`config.mk`:
```
export PLATFORM = sky130hd
export DESIGN_NAME = usb_crc_append
export DESIGN_NICKNAME = d
export VERILOG_FILES = /design/src/rtl/usb_crc_append.sv
export SDC_FILE = /design/constraint.sdc
export NUM_CORES = 1
export LEC_CHECK = 0
export BUFFER_PORTS_ARGS = -buffer_cell sky130_fd_sc_hd__buf_2
export CORE_ASPECT_RATIO = 0.6
export CORE_UTILIZATION = 55
export DETAILED_ROUTE_END_ITERATION = 6
export PLACE_DENSITY = 0.74
export SYNTH_ARGS = -nofsm -noshare
export SYNTH_HDL_FRONTEND = slang
export SYNTH_SLANG_ARGS = --single-unit
```
`constraint.sdc`:
```
create_clock -name clk -period 4.4 [get_ports clk]
set_input_delay 0.22 -clock clk [delete_from_list [all_inputs] [get_ports clk]]
set_output_delay 0.22 -clock clk [all_outputs]
set_load 0.005 [all_outputs]
```
`src/rtl/usb_crc_append.sv`:
```
// Serial CRC generator for the USB transmit bit path: zero-latency pass-through, complemented remainder appended MSB-first.
// Optional receive-side residue check is compiled in when USB_CRC_CHECK_EN is defined (adds check / crc_err ports).
module usb_crc_append #(
    parameter int              MAXW  = 16,
    parameter int              W0    = 5,
    parameter logic [MAXW-1:0] POLY0 = 16'h0005,
    parameter int              W1    = 16,
    parameter logic [MAXW-1:0] POLY1 = 16'h8005
`ifdef USB_CRC_CHECK_EN
    ,
    parameter logic [MAXW-1:0] RES0  = 16'h000C,
    parameter logic [MAXW-1:0] RES1  = 16'h800D
`endif
) (
    input  logic clk,
    input  logic rst_L,
    input  logic in_bit,
    input  logic in_valid,
    input  logic skip,
    input  logic sel,
    input  logic pause_out,
`ifdef USB_CRC_CHECK_EN
    input  logic check,
    output logic crc_err,
`endif
    output logic pause_in,
    output logic out_bit,
    output logic out_valid,
    output logic busy
);

    localparam int IW = $clog2(MAXW + 1);
    localparam logic [MAXW-1:0] MASK0 = MAXW'((64'd1 << W0) - 64'd1);
    localparam logic [MAXW-1:0] MASK1 = MAXW'((64'd1 << W1) - 64'd1);
    localparam logic [IW-1:0]   LAST0 = IW'(W0 - 1);
    localparam logic [IW-1:0]   LAST1 = IW'(W1 - 1);

    typedef enum logic [1:0] {IDLE, CALC, APPEND} state_t;

    state_t          state_reg, state_next;
    logic [MAXW-1:0] crc_reg, crc_next;
    logic [IW-1:0]   idx_reg, idx_next;
    logic            mode_reg, mode_next;
    logic            chk_mode;

    logic            mode_eff;
    logic            advance;
    logic            fb;
    logic            crc_msb;
    logic            crc_app;
    logic [MAXW-1:0] poly;
    logic [MAXW-1:0] mask;
    logic [IW-1:0]   last;
    logic [MAXW-1:0] crc_shift;

`ifdef USB_CRC_CHECK_EN
    logic            check_reg, check_next;
    logic            res_ok;
    assign chk_mode = check_reg;
    assign res_ok   = (crc_reg & mask) == ((mode_reg ? RES1 : RES0) & mask);
`else
    assign chk_mode = 1'b0;
`endif

    // In IDLE the packet's first bit is shifted with the mode it is about to latch.
    assign mode_eff  = (state_reg == IDLE) ? sel : mode_reg;
    assign poly      = mode_eff ? POLY1 : POLY0;
    assign mask      = mode_eff ? MASK1 : MASK0;
    assign last      = mode_eff ? LAST1 : LAST0;
    assign advance   = ~pause_out;

    assign crc_msb   = |((crc_reg >> last) & MAXW'(1));
    assign crc_app   = |((crc_reg >> (last - idx_reg)) & MAXW'(1));
    assign fb        = in_bit ^ crc_msb;
    assign crc_shift = ((crc_reg << 1) ^ (fb ? poly : '0)) & mask;

    always_ff @(posedge clk or negedge rst_L) begin
        if (!rst_L) begin
            state_reg <= IDLE;
            crc_reg   <= '1;
            idx_reg   <= '0;
            mode_reg  <= 1'b0;
`ifdef USB_CRC_CHECK_EN
            check_reg <= 1'b0;
`endif
        end else begin
            state_reg <= state_next;
            crc_reg   <= crc_next;
            idx_reg   <= idx_next;
            mode_reg  <= mode_next;
`ifdef USB_CRC_CHECK_EN
            check_reg <= check_next;
`endif
        end
    end

    always_comb begin
        state_next = state_reg;
        crc_next   = crc_reg;
        idx_next   = idx_reg;
        mode_next  = mode_reg;
`ifdef USB_CRC_CHECK_EN
        check_next = check_reg;
`endif
        case (state_reg)
            IDLE: begin
                if (in_valid && advance) begin
                    mode_next = sel;
`ifdef USB_CRC_CHECK_EN
                    check_next = check;
`endif
                    if (!skip) crc_next = crc_shift;
                    state_next = CALC;
                end
            end
            CALC: begin
                if (advance) begin
                    if (in_valid) begin
                        if (!skip) crc_next = crc_shift;
                    end else if (chk_mode || last == '0) begin
                        crc_next   = '1;
                        state_next = IDLE;
                    end else begin
                        idx_next   = IW'(1);
                        state_next = APPEND;
                    end
                end
            end
            APPEND: begin
                if (advance) begin
                    if (idx_reg == last) begin
                        crc_next   = '1;
                        idx_next   = '0;
                        state_next = IDLE;
                    end else begin
                        idx_next = idx_reg + IW'(1);
                    end
                end
            end
            default: begin
                state_next = IDLE;
                crc_next   = '1;
                idx_next   = '0;
            end
        endcase
    end

    always_comb begin
        out_bit   = in_bit;
        out_valid = in_valid;
        pause_in  = pause_out;
        busy      = (state_reg != IDLE);
`ifdef USB_CRC_CHECK_EN
        crc_err   = 1'b0;
`endif
        case (state_reg)
            CALC: begin
                // First payload-free cycle: the MSB of the remainder goes out before any state moves.
                if (!in_valid && !chk_mode) begin
                    out_bit   = ~crc_msb;
                    out_valid = 1'b1;
                    pause_in  = 1'b1;
                end
`ifdef USB_CRC_CHECK_EN
                if (!in_valid && chk_mode) crc_err = ~res_ok;
`endif
            end
            APPEND: begin
                out_bit   = ~crc_app;
                out_valid = 1'b1;
                pause_in  = 1'b1;
            end
            default: ;
        endcase
    end

endmodule

```
### Word-level counts from Yosys, hierarchy flattened

Index checks and enable logic that the tools add are counted.

* order comparisons: 0
* divide/modulo/power cells: 0
* add/subtract/negate cells: 2
* equality and inequality tests: 10
* mux-type cells: 31
* multipliers: 0
* shifts and indexed selects: 2
* bitwise logic cells: 7
* reduce and logical (&&, ||, !) cells: 9

Operator list (count)
* 16-bit 2-to-1 mux: 10
* 16-bit one-hot mux with 3 select lines: 1
* 5-bit 2-to-1 mux: 5
* 16-bit bitwise AND: 1
* 16-bit by 4-bit >> shifter with 1-bit output: 1
* 16-bit by 5-bit >> shifter with 1-bit output: 1
* 16-bit bitwise XOR: 1
* 5-bit one-hot mux with 3 select lines: 1
* 5-bit AND reduction: 3
* 2-bit 2-to-1 mux: 6
* 2-bit != test (second input constant): 5
* 2-bit one-hot mux with 3 select lines: 1
* 5-bit by 1-bit adder with 5-bit output (second input constant): 1
* 5-bit by 4-bit == test with 1-bit output: 1
* 5-bit zero test: 1
* 4-bit by 5-bit subtractor with 5-bit output: 1
* 1-bit 2-to-1 mux: 4
* 4-bit 2-to-1 mux: 1
* 1-bit inverter: 4
* 1-bit one-hot mux with 2 select lines: 2
* 3-bit != test (second input constant): 1
* 2-bit by 1-bit == test with 1-bit output (second input constant): 1
* 2-bit == test (second input constant): 1
* 2-bit zero test: 1
* other kinds (6): 6

* output and inout bits: 4
* bits in writable memories: 0
* memories: 0
* bits in latches: 0
* flip-flop bits (word level): 24
* ROM bits: 0

### Logic depth before layout (Yosys ltp)

Gate-level depths: netlist of run 1.

* depth in word-level cells: 12
* gate-level depth with buffers: 13
* depth with buffers taken out: 11

### Least setup slack after synthesis of run 1

No wires, ideal clock.

* path type: reg2out
* start: register state_reg[0]
* end: output out_bit
* stages on the path, launching flop included: 13
* path slack: 1.207 ns
* data arrival time: 2.973 ns
* cell sequence: dfrtp_1 -> inv_1 -> ha_1 -> mux2_2 -> clkbuf_1 -> inv_1 -> ha_1 -> fa_1 -> mux4_2 -> nor2b_1 -> a221oi_2 -> o31ai_1 -> a31oi_1

* longest elaborated chain between the ends: 7
* elaborated cells between the ends (all ways): 12

Ends and longest elaborated chain
* from (decl): RTL line 40 `state_t state_reg, state_next;`
* from (signal assigned): RTL line 87 `state_reg <= state_next;`
* 2-bit zero test: RTL line 66 `assign mode_eff = (state_reg == IDLE) ? sel : mode_reg;`
* 1-bit 2-to-1 mux: RTL line 66
* 4-bit 2-to-1 mux: RTL line 69 `assign last = mode_eff ? LAST1 : LAST0;`
* 4-bit by 5-bit subtractor with 5-bit output or 16-bit by 4-bit >> shifter with 1-bit output (tied branches): RTL line 73, 72
* 16-bit by 5-bit >> shifter with 1-bit output or 1-bit inverter (tied branches): RTL line 73, 160
* 1-bit inverter or 1-bit 2-to-1 mux (tied branches): RTL line 169, 159
* 1-bit one-hot mux with 2 select lines (*): RTL line 156 `case (state_reg)`
* to (decl): RTL line 27 `output logic out_bit,`

Mark *: on every way between the ends. The rest lies on a longest branch, timed or not.

### Worst setup path after layout of run 1

Same ends and word-level chain as after synthesis.

==> results.toml, run 1 <==
[run_status]
status = "finished clean"

[critical_path]
cpMaxStageDelayCell = "fa_1"
critPathTopFamily = "adder cells"
cp.required_ns = 4.18
worstReg2RegEnd = "crc_reg[15]$_DFFE_PN1P_"
slowest_delay_ns = 0.57
cp_max_fo = 15
r2r_start = "state_reg[0]$_DFFE_PN0P_"
reg2reg_slack_ns = 1.19
startpoint_type = "flop"
crit_type = "reg -> out"
reg2reg_depth = 10
crit_buf_inv = 3
crit_path_end_kind = "output port"
critical_path_arrival_ns = 3.39
cp_cell_sequence = "inv_1 -> ha_1 -> mux2_2 -> inv_1 -> ha_1 -> fa_1 -> mux4_2 -> nor2b_1 -> a221oi_2 -> o31ai_1 -> a31oi_1 -> buf_2"

[yosys]
synth_warnings = 0
syn_inst = 162
synth_nets = 177
postSynthAreaPerCell_um2 = 9.54
synth.distinct_cells = 38
syn-cell-area_um2 = 1550
ys_ff_latch = 24
yosysSeqAreaShare_pct = 40.2

[timing]
skew_ns = 0.00683
layout_min_cycle_time_ns = 3.61
period_share_pct = 82.0
finalHoldViolCount = 0
finalSetupTns_ns = 0
worstMarginPinSlew_ns = 0.581
slew-limit-headroom_pct = 61.2
timing.final.max_slew_violations = 0
fmax_mhz = 277
rsz0062_at_grt = "no"
setup_viol_count_final = 0

[global_routing]
grt_use_total_pct = 22.3
overflow = 0
grt_pass1_wl_mm = 5.11
grt_max_degree = 25
antenna_found_initial = 0
grt_pass1_vias = 1065

[die]
die_h_um = 43.1
placementRows = 14
initial_utilization_pct = 60.0
die_area_um2 = 3030
boundaryPins = 11
fp.dieW_um = 70.4
core_um2 = 2570

[route]
drc = 0
wl_per_cell_um = 14.1
drt_first_pass_iters = 4
routed_via_density = 5.71
drt_wl_total_mm = 2.85
via_count = 1153
drt-initial-drc-count = 58
ant_nets = 0

[hold_path]
min-delay-start = "sel"
hold_path.class = "in -> reg"
min_path_cells = 2
hold_end = "mode_reg$_DFFE_PN0P_"

[clock_tree]
numCtsBuffers = 3
worst_skew_pair.late_latency_ns = 0.27
cts_root_buf = "clkbuf_8"
cts_tree = "done"
cts.clk_slew.worst_paths_ns = 0.07
htreeDepth = 1
cts.sinks = 24
cts_buffer_depth = 2

[finish]
finalNetCount = 186
largest_reg_flops = 16
final_cell_mix = "nor2_1, a21oi_1, dfstp_2"
drive_above_1_share_pct = 22.4
final_common_cell = "nor2_1"
antenna_cells = 0
area_delta_synth_final_pct = 6.96

[power_and_ir_drop]
pwr-share-clk_pct = 12.9
pwr-share-seq_pct = 33.0
p_int_w = 0.000662
switching_power_w = 0.000461
p_total_w = 0.00112
pwr_density_cell_nw_per_um2 = 680
p_sw_share_pct = 41.0
ir_drop_mv = 0.408
comb_power_share_pct = 54.1
p_leak_nw = 0.698

[placement]
portBuffers = 10
gp_congestion = 0.787
place_hpwl_mm = 2.18

[run]
maxCapViolations = 0
[per-stage QoR]
step / instance area [um2] / std cells / hold WS, ns / worst slack, ns / utilization (%)
3_5_place_dp: 1590 / 197 / 0.223 / 1.09 / 61.7
2_1_floorplan: 1550 / 162 / -0.0756 / 1.21 / -
6_report: 1650 / 202 / 0.213 / 0.792 / 64.2
3_3_place_gp: 1590 / 197 / 0.219 / 1.16 / 61.7
5_1_grt: 1650 / 202 / 0.216 / 0.508 / 64.2
4_1_cts: 1650 / 202 / 0.209 / 0.796 / 64.2
[power by group through the flow]
stage,Combinational [W],Sequential (W),Clock (W)
after floorplan,0.000513,0.000352,0
after global placement,0.000589,0.000368,0
after detailed placement,0.000602,0.000372,0
after CTS,0.000607,0.000368,0.000152
after global routing,0.000682,0.000381,0.000159
final,0.000608,0.000371,0.000145
[timing repair]
action | 4_1_cts | 5_1_grt
gates resized for setup | 0 | 0
buffers inserted | 0 | 0
hold buffers | 1 | 0
endpoints found under the hold margin | 8 | 0
[how the worst max path moves through the flow]
stage	end	cells after the start	startpoint
detailed placement	out_bit	12	state_reg[0]$_DFFE_PN0P_
CTS	out_bit	12	state_reg[0]$_DFFE_PN0P_
global route	out_bit	12	state_reg[0]$_DFFE_PN0P_
floorplan	out_bit	12	state_reg[0]$_DFFE_PN0P_
global placement	out_bit	12	state_reg[0]$_DFFE_PN0P_
finish	out_bit	12	state_reg[0]$_DFFE_PN0P_
[logic make-up after synthesis]
group           after synthesis  share of synthesized area [%]
compound gates               37                           15.1
xor+xnor                      8                           4.53
fa+ha+maj                     8                           6.96
buf+inv                      18                           5.75
flops                        24                           40.2
mux                          11                           11.3
simple gates                 56                           16.1
[routing by layer]
layer | GRT usage (%) | wire length [um]
met5 | 0 | 0
met4 | 6.00 | 34
met3 | 4.99 | 91
met2 | 33.1 | 1200
met1 | 33.1 | 1520
[cell usage after synthesis]
cell	n	area share, %
mux2_2	3	2.2
nand2_1	11	2.7
nand4_1	2	0.81
mux2i_1	4	2.6
or3_1	1	0.41
o2111a_1	1	0.73
dfrtp_1	8	13
a31oi_1	1	0.41
nor3_1	2	0.65
nand3_1	1	0.32
or2_2	1	0.41
xor2_1	3	1.7
mux4_1	3	5.1
mux4_2	1	1.5
fa_1	1	1.3
inv_1	11	2.7
and2b_2	1	0.57
nand2b_1	2	0.81
nor2b_1	2	0.81
o21a_1	1	0.49
o21ai_2	1	0.57
o21ai_0	6	1.9
o21ai_1	1	0.32
ha_1	7	5.7
nor2_1	30	7.3
and4_1	1	0.57
buf_6	2	1.5
dfstp_2	16	27
a21oi_1	18	5.8
buf_4	1	0.49
a221oi_2	1	0.97
buf_2	2	0.65
nor4_1	1	0.41
o22a_1	6	3.4
clkbuf_1	2	0.49
xnor2_1	5	2.8
and3_1	1	0.41
o31ai_1	1	0.49
[layout make-up]
| cell class | count | area, um2 |
|---|---|---|
| clock buffers | 4 | 55.1 |
| fillers | 215 | 922 |
| inverters | 11 | 41.3 |
| multi-input cells | 120 | 836 |
| flip-flops and latches | 24 | 621 |
| well taps | 32 | 40.0 |
| repair buffers | 11 | 60.1 |
Note: power is estimated with default switching activity, not from simulation.
==> run 2, diff against run 1 <==
==> constraint.sdc (replaced) <==
create_clock -name clk -period 3.7 [get_ports clk]
set_input_delay 0.185 -clock clk [delete_from_list [all_inputs] [get_ports clk]]
set_output_delay 0.185 -clock clk [all_outputs]
set_load 0.005 [all_outputs]
==> run 2 against run 1 <==
Effect of this change: utilization grew 0.53 points; non-clock buffer count increased by 1; routed wire length is 7.4% higher; hold slack worse by 0.035 ns; clock-buffer cell count stayed put; setup slack got worse by 0.57 ns; global-route usage fell by 0.31 points; largest power group unchanged; highest routed layer unchanged.
==> results.toml, run 2 (synthesized netlist as in run 1, its figures left out) <==
[run_status]
status = "finished clean"

[route]
wl_per_cell_um = 15.1
drt-initial-drc-count = 67
drt_wl_total_mm = 3.06
via_count = 1185
ant_nets = 0
drc = 0
routed_via_density = 5.84
drt_first_pass_iters = 4

[timing]
rsz0062_at_grt = "no"
fmax_mhz = 287
worstMarginPinSlew_ns = 0.619
skew_ns = 0.00419
finalSetupTns_ns = 0
setup_viol_count_final = 0
slew-limit-headroom_pct = 58.6
timing.final.max_slew_violations = 0
period_share_pct = 94.1
hold_slack_ns = 0.179
finalHoldViolCount = 0
layout_min_cycle_time_ns = 3.48

[finish]
multi_input_comb_area_um2 = 842
regArea_um2 = 621
final_cell_area_um2 = 1670
final_cell_mix = "nor2_1, a21oi_1, dfstp_2"
fin_util_pct = 64.7
largest_reg_flops = 16
final_common_cell = "nor2_1"
fillers = 199
drive_above_1_share_pct = 23.4
finalNetCount = 187
area_delta_synth_final_pct = 7.85
antenna_cells = 0

[hold_path]
hold_path.class = "in -> reg"

[critical_path]
cp.required_ns = 3.51
critical_path_arrival_ns = 3.30
cp_max_fo = 15
startpoint_type = "flop"
crit_path_end_kind = "output port"
crit_type = "reg -> out"

[clock_tree]
cts.clk_slew.worst_paths_ns = 0.08
cts_tree = "done"
cts_buffer_depth = 2
cts.sinks = 24
numCtsBuffers = 3
htreeDepth = 1
worst_skew_pair.late_latency_ns = 0.26
cts_root_buf = "clkbuf_8"

[placement]
place_hpwl_mm = 2.27
gp_congestion = 0.794
place_area_um2 = 1600
portBuffers = 10

[die]
placementRows = 14
die_h_um = 43.1
fp.dieW_um = 70.4
die_area_um2 = 3030
boundaryPins = 11
core_um2 = 2570
initial_utilization_pct = 60.0

[power_and_ir_drop]
p_total_w = 0.00138
pwr_density_cell_nw_per_um2 = 828
p_leak_nw = 0.705
ir_drop_mv = 0.463

[run]
maxCapViolations = 0

[global_routing]
grt_use_total_pct = 22.0
grt_pass1_wl_mm = 5.04
antenna_found_initial = 0
grt_max_degree = 25
overflow = 0
grt_pass1_vias = 1092
-- run 2: timing repair --
item,CTS,global route
buffers inserted,0,0
endpoints found under the hold margin,8,0
resized for setup,0,2
hold buffers,1,0
endpoints found under the setup margin,0,1
-- run 2: per-layer routing --
layer  vias to the layer above  share of wire, %  GRT usage (%)  wire length [um]
met5                         -                 0              0                 0
met4                         0              0.69           5.20                21
met3                         4               4.1           6.18               124
met2                        27                45           33.3              1390
met1                       576                50           31.6              1520
li1                        578                 -              -                 -
-- run 2: cell type report --
| class | instances | share of cell area, % |
|---|---|---|
| flip-flops and latches | 24 | 37.2 |
| clock buffers | 4 | 3.30 |
| multi-input cells | 120 | 50.5 |
| well taps | 32 | 2.40 |
| inverters | 11 | 2.48 |
| repair buffers | 12 | 4.05 |
-- run 2: critical path, cell delays in order, from the launching register on --
cell and delay [ns]:
dfrtp_1 0.39, inv_1 0.10, ha_2 0.27, mux2_4 0.40, inv_1 0.12, ha_1 0.18
fa_1 0.50, mux4_2 0.31, nor2b_1 0.15, a221oi_2 0.17, o31ai_1 0.11, a31oi_1 0.18
buf_2 0.13
-- run 2: worst paths after layout --
kind,start,to,slack (ns),cells past startpoint
worst max-delay path,state_reg[0]$_DFFE_PN0P_,out_bit,0.22,12
worst min-delay path,sel,mode_reg$_DFFE_PN0P_,0.18,2
worst max register to register,state_reg[0]$_DFFE_PN0P_,crc_reg[6]$_DFFE_PN1P_,0.57,10
worst min register to register,crc_reg[15]$_DFFE_PN1P_,crc_reg[15]$_DFFE_PN1P_,0.48,2
max in group asynchronous,rst_L,crc_reg[14]$_DFFE_PN1P_,2.91,2
min in group asynchronous,rst_L,state_reg[0]$_DFFE_PN0P_,0.43,2
-- run 2: metrics by stage --
stage	std cells	worst slack, ns
after floorplan	162	0.542
after global placement	198	0.489
after detailed placement	198	0.348
after CTS	203	0.0760
after global routing	203	0.0305
final	203	0.218
-- run 2: power breakdown --
group | switching [W] | internal (W)
Combinational | 0.000433 | 0.000338
Clock | 0.0000767 | 0.0000948
Sequential | 0.0000615 | 0.000375
==> run 3, diff against run 2 <==
--- a/config.mk
+++ b/config.mk
@@ -8,8 +8,9 @@
 export BUFFER_PORTS_ARGS = -buffer_cell sky130_fd_sc_hd__buf_2
 export CORE_ASPECT_RATIO = 0.6
 export CORE_UTILIZATION = 55
+export CTS_BUF_LIST = sky130_fd_sc_hd__clkbuf_8
 export DETAILED_ROUTE_END_ITERATION = 6
-export PLACE_DENSITY = 0.74
+export PLACE_DENSITY = 0.77
 export SYNTH_ARGS = -nofsm -noshare
 export SYNTH_HDL_FRONTEND = slang
 export SYNTH_SLANG_ARGS = --single-unit
==> constraint.sdc (replaced) <==
create_clock -name clk -period 3.55 [get_ports clk]
set_input_delay 0.1775 -clock clk [delete_from_list [all_inputs] [get_ports clk]]
set_output_delay 0.1775 -clock clk [all_outputs]
set_load 0.005 [all_outputs]
==> run 3 against run 2 <==
Effect of this change: setup slack worse by 0.019 ns; sequential share of layout area is 0.52 points lower; largest cell class unchanged; critical path depth stayed put; clock skew is 0.0016 ns lower; largest power group unchanged; clock power is 5% higher.
==> results.toml, run 3 (synthesized netlist as in run 1, its figures left out) <==
[route]
ant_nets = 0
drt_wl_total_mm = 3.07
via_count = 1174
drt-initial-drc-count = 44
drc = 0
wl_per_cell_um = 15.0
routed_via_density = 5.73
drt_first_pass_iters = 4

[critical_path]
crit_type = "reg -> out"
reg2reg_depth = 11
cp_max_fo = 7
cp.required_ns = 3.37
cp_cell_sequence = "inv_1 -> ha_4 -> mux2_2 -> inv_1 -> ha_1 -> fa_2 -> mux4_1 -> mux2i_1 -> and3_1 -> o31ai_1 -> a31oi_1 -> buf_2"
slowest_delay_ns = 0.49
r2r_start = "state_reg[0]$_DFFE_PN0P_"
cp-startpoint = "state_reg[0]$_DFFE_PN0P_"
cpMaxStageDelayCell = "fa_2"
crit_path_frequent_cell = "inv_1"
startpoint_type = "flop"
crit_path_end_kind = "output port"
critical_path_arrival_ns = 3.17
reg2reg_slack_ns = 0.71

[power_and_ir_drop]
pwr_density_cell_nw_per_um2 = 871
ir_drop_mv = 0.516
p_leak_nw = 0.711

[timing]
rsz0062_at_grt = "no"
setup_viol_count_final = 0
skew_ns = 0.00260
layout_min_cycle_time_ns = 3.35
fmax_mhz = 298
finalSetupTns_ns = 0
timing.final.max_slew_violations = 0
finalHoldViolCount = 0
period_share_pct = 94.4
slew-limit-headroom_pct = 64.3
worstMarginPinSlew_ns = 0.531

[die]
initial_utilization_pct = 60.0
core_um2 = 2570
boundaryPins = 11
placementRows = 14
fp.dieW_um = 70.4
die_h_um = 43.1
die_area_um2 = 3030

[placement]
portBuffers = 10
gp_congestion = 0.796
place_hpwl_mm = 2.28

[finish]
antenna_cells = 0
area_delta_synth_final_pct = 9.39
largest_reg_flops = 16
finalNetCount = 189
final_common_cell = "nor2_1"
final_cell_mix = "nor2_1, a21oi_1, dfstp_2"
drive_above_1_share_pct = 24.9
fin_util_pct = 65.6
fillers = 207

[clock_tree]
cts_setup_buffers = 0
numCtsBuffers = 3
htreeDepth = 1
worst_skew_pair.late_latency_ns = 0.26
cts_tree = "done"
cts.clk_slew.worst_paths_ns = 0.08
cts_buffer_depth = 2
cts.sinks = 24
cts_root_buf = "clkbuf_8"

[hold_path]
min_path_cells = 2
hold_path.class = "in -> reg"
min-delay-start = "sel"

[run]
maxCapViolations = 0

[global_routing]
grt_pass1_vias = 1144
grt_max_degree = 25
grt_pass1_wl_mm = 5.34
antenna_found_initial = 0
overflow = 0
grt_use_total_pct = 23.6

[run_status]
status = "finished clean"
## run 3: cell types whose count changed in the layout (fill, tap and decap cells not counted), sizes merged
cell / delta
buf: +2
## run 3: metrics by stage
stage	power, W	instances	worst slack [ns]	instance area (um2)	hold WS (ns)
6_report	0.00147	205	0.199	1690	0.175
5_1_grt	0.00160	205	0.00655	1690	0.177
4_1_cts	0.00145	205	0.0704	1680	0.175
3_5_place_dp	0.00126	200	0.405	1610	0.186
3_3_place_gp	0.00121	200	0.513	1610	0.178
2_1_floorplan	0.00107	162	0.399	1550	-0.118
## run 3: final timing paths
check                                           end
max                                         out_bit
max reg2reg                  crc_reg[9]$_DFFE_PN1P_
min                            mode_reg$_DFFE_PN0P_
min in group asynchronous  state_reg[1]$_DFFE_PN0P_
max in group asynchronous   crc_reg[11]$_DFFE_PN1P_
min reg2reg                 crc_reg[15]$_DFFE_PN1P_
## run 3: routing by layer
metal | up-vias | track usage [%] | part of all wire, %
li1 | 584 | - | -
met1 | 549 | 32.7 | 49
met2 | 32 | 34.9 | 43
met3 | 9 | 6.65 | 4.8
met4 | 0 | 10.0 | 2.3
met5 | - | 0 | 0
## run 3: what timing repair did
action | CTS | global route
hold buffers | 1 | 0
hold endpoints to repair | 8 | 0
endpoints found under the setup margin | 0 | 1
gates resized for setup | 0 | 3
## run 3: area by class of cell
class                   instances  area (um2)  area share, %
well taps                      32        40.0           2.37
clock buffers                   4        55.1           3.26
repair buffers                 14        82.6           4.89
flip-flops and latches         24         621           36.7
multi-input cells             120         851           50.3
inverters                      11        41.3           2.44
## run 3: report_power, final
group / internal (W) / total, W / switching, W
Sequential: 0.000391 / 0.000456 / 0.0000644
Combinational: 0.000378 / 0.000838 / 0.000460
Clock: 0.0000989 / 0.000179 / 0.0000798
## run 3: worst max-delay path: cells and delay by family (launching register included)
family          cells  cell delay [ns]
fa+ha+maj           3             0.87
flops               1             0.39
simple gates        1             0.21
compound gates      2             0.37
mux                 3             0.69
buf+inv             3             0.37
